<file path="config.mk">
export PLATFORM = sky130hd
export DESIGN_NAME = video_timing_gen
export DESIGN_NICKNAME = d
export VERILOG_FILES = /design/src/rtl/video_timing_gen.sv
export SDC_FILE = /design/constraint.sdc
export NUM_CORES = 1
export LEC_CHECK = 0
export CAP_MARGIN = 20
export CORE_ASPECT_RATIO = 1.25
export CORE_MARGIN = 2
export CORE_UTILIZATION = 53
export CTS_CLUSTER_DIAMETER = 200
export DETAILED_ROUTE_END_ITERATION = 10
export GPL_TIMING_DRIVEN = 1
export HOLD_SLACK_MARGIN = 0.12
export PLACE_DENSITY = 0.78
export SYNTH_ARGS = -nofsm -noshare
export SYNTH_HDL_FRONTEND = slang
export SYNTH_SLANG_ARGS = --single-unit
</file>
<file path="constraint.sdc">
create_clock -name clk -period 3.2 [get_ports clk]
set_input_delay 0.48 -clock clk [delete_from_list [all_inputs] [get_ports clk]]
set_output_delay 0.48 -clock clk [all_outputs]
set_load 0.01 [all_outputs]
</file>
<file path="src/rtl/video_timing_gen.sv">
// video_timing_gen: raster timing generator with test-pattern pixel source.
// Ports:
//   clk, rst (async, active-low), en (run enable)
//   hTotal/hActive/hsWidth, vTotal/vActive/vsWidth : raster timing, latched per frame
//   patSel (0 bars, 1 ramp, 2 checker, 3 solid), solidColor
//   dOut/dOutEn/oHsyn/oVsyn : registered, mutually aligned video stream
//   cfgErr : latched timing configuration is invalid
// Optional feature macro: VIDEO_TIMING_GEN_CHECKER_EN builds the checkerboard pattern;
// without it patSel=2 falls back to the solid colour.
module video_timing_gen #(
   parameter int DATA_WIDTH      = 24,
   parameter int INPUT_RES_WIDTH = 11
) (
   input  logic                       clk,
   input  logic                       rst,
   input  logic                       en,
   input  logic [INPUT_RES_WIDTH-1:0] hTotal,
   input  logic [INPUT_RES_WIDTH-1:0] hActive,
   input  logic [INPUT_RES_WIDTH-1:0] hsWidth,
   input  logic [INPUT_RES_WIDTH-1:0] vTotal,
   input  logic [INPUT_RES_WIDTH-1:0] vActive,
   input  logic [INPUT_RES_WIDTH-1:0] vsWidth,
   input  logic [1:0]                 patSel,
   input  logic [DATA_WIDTH-1:0]      solidColor,
   output logic [DATA_WIDTH-1:0]      dOut,
   output logic                       dOutEn,
   output logic                       oHsyn,
   output logic                       oVsyn,
   output logic                       cfgErr
);
   localparam int W = INPUT_RES_WIDTH;
   localparam logic [23:0] BARS [8] = '{24'hFFFFFF, 24'hFFFF00, 24'h00FFFF, 24'h00FF00,
                                        24'hFF00FF, 24'hFF0000, 24'h0000FF, 24'h000000};

   typedef enum logic [1:0] {IDLE, RUN, DRAIN} stateT;

   stateT state, nextState;
   logic [W-1:0] hTot, hAct, hsW, vTot, vAct, vsW, barW;
   logic [W-1:0] hCnt, vCnt, barPix, hStart, vStart;
   logic [1:0] pat;
   logic [DATA_WIDTH-1:0] solid, pixel;
   logic [2:0] barIdx;
   logic [7:0] xLow;
   logic counting, hEnd, frameEnd, hIn, active, inValid, load, barLast;

   // Configuration is only taken from the inputs in IDLE or on the last cycle of a
   // frame; RUN and DRAIN behave identically at the frame boundary, so a DRAIN that
   // sees en again simply rolls into the next frame.
   always_comb begin
      nextState = state;
      load = 1'b0;
      if (state == IDLE || frameEnd) begin
         load = en;
         nextState = (en && inValid) ? RUN : IDLE;
      end else if (!en) begin
         nextState = DRAIN;
      end
   end

   always_comb begin
      counting = state != IDLE;
      hStart = hTot - hAct;
      vStart = vTot - vAct;
      hEnd = hCnt == hTot - W'(1);
      frameEnd = hEnd && vCnt == vTot - W'(1);
      hIn = hCnt >= hStart;
      active = counting && hIn && vCnt >= vStart;
      xLow = 8'(hCnt - hStart);
      barLast = barPix == barW - W'(1);
      inValid = hActive != '0 && vActive != '0 &&
                ({1'b0, hsWidth} + {1'b0, hActive} <= {1'b0, hTotal}) &&
                ({1'b0, vsWidth} + {1'b0, vActive} <= {1'b0, vTotal});
`ifdef VIDEO_TIMING_GEN_CHECKER_EN
      pixel = pat == 2'd0 ? BARS[barIdx] :
              pat == 2'd1 ? {3{xLow}} :
              pat == 2'd2 ? ((1'((hCnt - hStart) >> 4) ^ 1'((vCnt - vStart) >> 4)) ? '1 : '0) :
              solid;
`else
      pixel = pat == 2'd0 ? BARS[barIdx] : pat == 2'd1 ? {3{xLow}} : solid;
`endif
   end

   always_ff @(posedge clk or negedge rst) begin
      if (!rst) begin
         state  <= IDLE;
         hTot   <= '0;
         hAct   <= '0;
         hsW    <= '0;
         vTot   <= '0;
         vAct   <= '0;
         vsW    <= '0;
         barW   <= '0;
         pat    <= '0;
         solid  <= '0;
         hCnt   <= '0;
         vCnt   <= '0;
         barPix <= '0;
         barIdx <= '0;
         dOut   <= '0;
         dOutEn <= 1'b0;
         oHsyn  <= 1'b0;
         oVsyn  <= 1'b0;
         cfgErr <= 1'b0;
      end else begin
         state <= nextState;
         if (load) begin
            hTot   <= hTotal;
            hAct   <= hActive;
            hsW    <= hsWidth;
            vTot   <= vTotal;
            vAct   <= vActive;
            vsW    <= vsWidth;
            barW   <= hActive < W'(8) ? W'(1) : hActive >> 3;
            pat    <= patSel;
            solid  <= solidColor;
            cfgErr <= !inValid;
         end
         hCnt <= (!counting || hEnd) ? '0 : hCnt + W'(1);
         vCnt <= (!counting || frameEnd) ? '0 : hEnd ? vCnt + W'(1) : vCnt;
         // Bar position tracked incrementally per line to avoid a divider.
         if (!counting || hEnd) begin
            barPix <= '0;
            barIdx <= '0;
         end else if (hIn) begin
            barPix <= barLast ? '0 : barPix + W'(1);
            barIdx <= (barLast && barIdx != 3'd7) ? barIdx + 3'd1 : barIdx;
         end
         dOutEn <= active;
         dOut   <= active ? pixel : '0;
         oHsyn  <= counting && hCnt < hsW;
         oVsyn  <= counting && vCnt < vsW;
      end
   end
endmodule

</file>
# After elaboration in Yosys (flattened, before gate mapping)
# Memories as Yosys holds them, arrays and structs flattened.
# Cells that the tools add are included.
dict set report word_totals {
  elab_cells 90
  in_bits 95
  output_inout_bits 28
  mem_bits_ro 192
  reg_bits 169
  n_memories 1
}
# memory words width read_ports rd_ports_with_merged_regs wr line_no
set memory_table {}
lappend memory_table {{(name not given)} 8 24 1 0 0 79} ;# pixel = pat == 2'd0 ? BARS[barIdx] : pat == 2'd1 ? {3{xLow}} : solid;
dict set report op_classes {
  muxes 19
  magnitude_cmp 8
  n_addsub 12
  n_reduce_logical 24
  n_eq_ne 6
  bitwise_logic 1
}
# cell n
set op_table {}
lappend op_table {{2-to-1 mux 24 bit} 5}
lappend op_table {{2-to-1 mux 11 bit} 6}
lappend op_table {{adder 11 x 1 -> 11 bit, second input constant} 3}
lappend op_table {{equality test 11 bit} 3}
lappend op_table {{subtractor 11 x 1 -> 11 bit, second input constant} 3}
lappend op_table {{adder 11 x 11 -> 12 bit} 2}
lappend op_table {{less-or-equal comparator 12 x 11 -> 1 bit} 2}
lappend op_table {{>= comparator 11 bit} 2}
lappend op_table {{less-than comparator 11 bit} 2}
lappend op_table {{nonzero test 11 bit} 2}
lappend op_table {{subtractor 11 bit} 2}
lappend op_table {{less-than comparator 11 x 4 -> 1 bit, second input constant} 1}
lappend op_table {{logical AND 1 bit} 10}
lappend op_table {{2-to-1 mux 3 bit} 3}
lappend op_table {{2-to-1 mux 8 bit} 1}
lappend op_table {{nonzero test 2 bit} 4}
lappend op_table {{subtractor 8 bit} 1}
lappend op_table {{>= comparator 4 bit, second input constant} 1}
lappend op_table {{logical NOT 2 bit} 2}
lappend op_table {{2-to-1 mux 2 bit} 2}
lappend op_table {{NOT 3 -> 4 bit} 1}
lappend op_table {{adder 3 x 1 -> 3 bit, second input constant} 1}
lappend op_table {{logical OR 1 bit} 3}
lappend op_table {{!= test 3 bit, second input constant} 1}
lappend op_table {{5 further kinds} 7}

# Longest topological paths before layout
dict set report logic_depth {
  word_depth 7
  ltp_mapped 20
  mapped_depth_nobuf 20
}

# Worst setup path after synthesis
# No wires, ideal clock.
dict set report synth_path {
  path_type {input port to flip-flop}
  startpoint {input port vActive[0]}
  endpoint {register cfgErr}
  t_arrival_ps 3686
  required_ps 3082
  cell_stages 20
  setup_ps 118
  path_slack_ps -604
  n_path_buf 0
  cell_sequence {ha_1 -> inv_1 -> fa_1 -> nor2b_1 -> o21ai_0 -> a21boi_0 -> o21ai_0 -> a21oi_1 -> o21ai_0 -> nand3_1 -> o311ai_0 -> ha_1 -> nand4_1 -> nor3_1 -> o22ai_1 -> a311oi_1 -> o221ai_1 -> nor4_1 -> a21oi_1 -> a21o_1}
}
dict set report synth_between {
  elab_chain_cells 5
  word_cells_on_any_way 7
  cone_classes {1 x add/sub; 1 x order compare; 5 x reduce/logical}
}
# item line_no
set synth_rtl {}
lappend synth_rtl {{from (decl)} 21} ;# input logic [INPUT_RES_WIDTH-1:0] vActive,
lappend synth_rtl {{parallel branches: the longest is 3 deep, another holds adder 11 x 11 -> 12 bit} n/a}
lappend synth_rtl {{logical AND 1 bit (*)} 71} ;# ({1'b0, hsWidth} + {1'b0, hActive} <= {1'b0, hTotal}) &&
lappend synth_rtl {{logical NOT 1 bit (*)} 116} ;# cfgErr <= !inValid;
lappend synth_rtl {{to (signal assigned)} 116}
lappend synth_rtl {{to (decl)} 29} ;# output logic cfgErr
# Mark *: on every way between the ends.
# A chain may end at the register's enable or synchronous reset.

# Worst setup path after layout
dict set report layout_path {
  startpoint {register vTot[2]}
  endpoint {register barW[3]}
}
dict set report layout_between {
  elab_chain_cells 5
}
# item line_no
set layout_rtl {}
lappend layout_rtl {{from (decl)} 38} ;# logic [W-1:0] hTot, hAct, hsW, vTot, vAct, vsW, barW;
lappend layout_rtl {{from (signal assigned)} 110} ;# vTot <= vTotal;
lappend layout_rtl {{subtractor 11 x 1 -> 11 bit} 65} ;# frameEnd = hEnd && vCnt == vTot - W'(1);
lappend layout_rtl {{equality test 11 bit} 65}
lappend layout_rtl {{logical AND 1 bit} 65}
lappend layout_rtl {{logical OR 1 bit} 52} ;# if (state == IDLE || frameEnd) begin
lappend layout_rtl {{2-to-1 mux 1 bit} 52}
lappend layout_rtl {{to (signal assigned)} 113} ;# barW <= hActive < W'(8) ? W'(1) : hActive >> 3;
lappend layout_rtl {{to (decl)} 38}
# Every way passes these cells.

==> impl_results.md <==
* Final clock skew at 0.0155 ns
* Placed cell area at 0.0140 mm^2
* DIE HEIGHT at 169 um
* Vias/cell at 6.17
* Antenna violations before repair at 0
* CP Max Fanout at 8
* Synth Cell Area at 0.0116 mm^2
* Mapped Cells at 1187
* Global-route wire length before repair at 53800 um
* CTS tree: yes
* Clock period minus worst slack at 3.62 ns
* Residual DRC count at 0
* Post-DP HPWL at 21900 um
* Sequential area share after synthesis at 0.359
* WHS at 0.339 ns
* Yosys warns at 0
* Final setup violation count at 145
* Die area at 0.0231 mm^2
* Crit path max-delay family: simple AND/OR/NAND/NOR gates
* Critical Path Start Type: flop
* Area grow syn2layout at 41.4%
* Row count at 60
* Syn Nets at 1401
* GRT Util Overall at 0.295
* Clock buffer depth at 2
* CP max stage cell: or4_4
* Max Fclk at 276 MHz
* Top_reg_cell synth: dfrtp_1
* Die Wd at 136 um
* Drt first pass iters at 5
* Worst Hold Class: input port to flop
* CTS root buffer: clkbuf_16
* Setup_tns at -42.20 ns
* Final hold violations at 0
* Synth cell types at 67
* I/O Buffers at 122
* Nets at 1689
* Crit-path most repeated cell: buf_4
* Clock transition at path regs at 0.07 ns
* CP Data Arrival Time at 3.94 ns
* DR WL/cell at 21.8 um
* Failing checks: negative setup slack
* Synth async-reset ratio at 1.00
* Layout cells sized above 1 at 0.304
* GRT overflow at 0
* Peak VDD IR at 0.489 mV
* ANT cells at 0
* Critical-path cell list: buf_6, buf_4, buf_4, nor4_2, buf_4, nand4b_1, a211oi_2, nor2_1, or4_4, o31a_4, buf_12, buf_12, buf_16, mux2_4
* Post-route design area at 0.0164 mm^2
* Via Count at 10.9k
* Initial core utilization at 0.540
* Final wirelength at 38400 um
* Max transition margin at 0.428
* Critical path endpoint category: flop
* H-Tree Depth at 4
* Register bit total from synthesis at 166
* Core area at 0.0215 mm^2
* Status: finished, violations left
* I/O pin cnt at 123
* Final Cycle Share at 1.13
* Max cap viols at 0
* Synth Area per Inst at 9.76 um^2
* Worst path required time at 3.52 ns
* Antenna-violating nets left at 0
* CP max stage delay at 0.55 ns
* Routability cong. at 0.880
* RSZ-0062 raised after global routing: yes
* Pin count of the biggest net entering global routing at 71
* Iteration-0 DRC Markers at 971
* Max-slew violations at 0
* Setup ws final at -0.421 ns
* CP Class: flop to flop
* Power per cell area at 751 mW/mm^2
* Worst-Skew Late Latency at 0.45 ns
* Crit path buffers/inverters at 7
* Clock Sinks at 166
* Leak at 7.88 nW
* Vias in the first global route at 10.5k
* Post-synth EDFFs at 0
* Worst Max-Slew Pin Slew at 0.855 ns
* Inserted Clock Buffers at 17
[worst reg2reg max path, stage by stage (launching register included)]
cell and delay, ns:
dfrtp_1 0.40, buf_6 0.12, buf_4 0.13, buf_4 0.15, nor4_2 0.41, buf_4 0.21, nand4b_1 0.14, a211oi_2 0.22
nor2_1 0.09, or4_4 0.55, o31a_4 0.32, buf_12 0.17, buf_12 0.14, buf_16 0.15, mux2_4 0.31
[per-layer routing]
layer	vias to the layer above	track usage	share of wire
met5	-	0	0
met2	607	0.513	0.50
met3	170	0.0424	0.064
li1	4790	-	-
met4	0	0.125	0.055
met1	5344	0.365	0.38
[synth_stat cells (25+ instances only)]
cell / count / share of area
o21ai_1: 25 / 0.011
a21o_1: 26 / 0.017
dfrtp_1: 166 / 0.36
nand3_1: 27 / 0.012
nor3_1: 34 / 0.015
xor2_1: 39 / 0.029
a21oi_1: 55 / 0.024
o21ai_0: 50 / 0.022
nand2_1: 60 / 0.019
nor2b_1: 26 / 0.014
nor2_1: 81 / 0.026
inv_1: 125 / 0.041
xnor2_1: 42 / 0.032
mux2_4: 75 / 0.097
ha_1: 114 / 0.12
[per-stage QoR]
| stage | setup slack (ns) | power (W) | instances | utilization |
|---|---|---|---|---|
| 3_5_place_dp | -1.38 | 0.00837 | 1675 | 0.651 |
| 5_1_grt | -0.550 | 0.0129 | 1767 | 0.763 |
| 6_report | -0.421 | 0.0123 | 1767 | 0.763 |
| 2_1_floorplan | -0.216 | 0.00675 | 1187 | - |
| 4_1_cts | -0.512 | 0.0112 | 1748 | 0.727 |
| 3_3_place_gp | -1.11 | 0.00816 | 1675 | 0.651 |
[placed cells by master (no fill, tap or decap), types with 25 or more instances in the layout]
cell	synthesis	final
nor2_1	81	68
xnor2_1	42	42
buf_4	0	130
mux2_4	75	75
xor2_1	39	39
o21ai_0	50	28
ha_1	114	104
clkdlybuf4s50_1	0	108
dfrtp_1	166	166
inv_1	125	120
nand2_1	60	37
nor3_1	34	25
a21oi_1	55	43
a21o_1	26	26
[timing repair]
action | CTS | global route
gates resized for setup | 129 | 146
cloned | 12 | 9
endpoints found under the hold margin | 62 | 0
pin swaps | 87 | 86
hold buffers | 1 | 0
endpoints found under the setup margin | 128 | 151
buffers inserted | 28 | 17
[path summary, 6_finish.rpt]
check	from	to	slack, ns	cells after the start
setup / recovery	vTot[2]$_DFFE_PN0P_	barW[3]$_DFFE_PN0P_	-0.42	14
hold / removal	vsWidth[2]	vsW[2]$_DFFE_PN0P_	0.34	2
setup reg to reg	vTot[2]$_DFFE_PN0P_	barW[3]$_DFFE_PN0P_	-0.42	14
hold reg to reg	solid[13]$_DFFE_PN0P_	solid[13]$_DFFE_PN0P_	0.52	1
max in group asynchronous	rst	hsW[8]$_DFFE_PN0P_	1.72	3
min in group asynchronous	rst	dOutEn$_DFF_PN0_	0.59	2
[final cells by class]
class	instances	area, um^2
clock buffer	17	425
clock inverter	15	185
fill	1270	5090
inverter	125	469
multi-input combinational	865	7700
sequential	166	4150
tap	279	349
timing repair buffer	300	3090
[cells by family (layout without fill, tap and decap cells)]
kind of cell,after synthesis,after routing,share of synthesized area
AO/OA/AOI/OAI,255,256,0.144
XOR/XNOR,81,81,0.0612
multiplexers,77,77,0.0989
buffers and inverters,157,457,0.0576
AND/OR/NAND/NOR,332,332,0.148
adder cells (fa/ha/maj),119,119,0.132
flip-flops,166,166,0.359
[report_power, final]
group | leakage (nW) | internal (W) | total, W | switching, W
Clock | 0.296 | 0.00112 | 0.00214 | 0.00102
Combinational | 5.49 | 0.00339 | 0.00705 | 0.00366
Sequential | 2.09 | 0.00258 | 0.00310 | 0.000519
Total | 7.88 | 0.00709 | 0.0123 | 0.00520
[registers in the layout, indices dropped and copies added (netlist names)]
name / flops
barIdx: 3
barPix: 11
barW: 8
cfgErr: 1
dOut: 24
dOutEn: 1
hAct: 11
hCnt: 11
hTot: 11
hsW: 11
oHsyn: 1
oVsyn: 1
pat: 2
solid: 24
state: 2
vAct: 11
vCnt: 11
vTot: 11
vsW: 11
(Power assumes the default switching activity.)
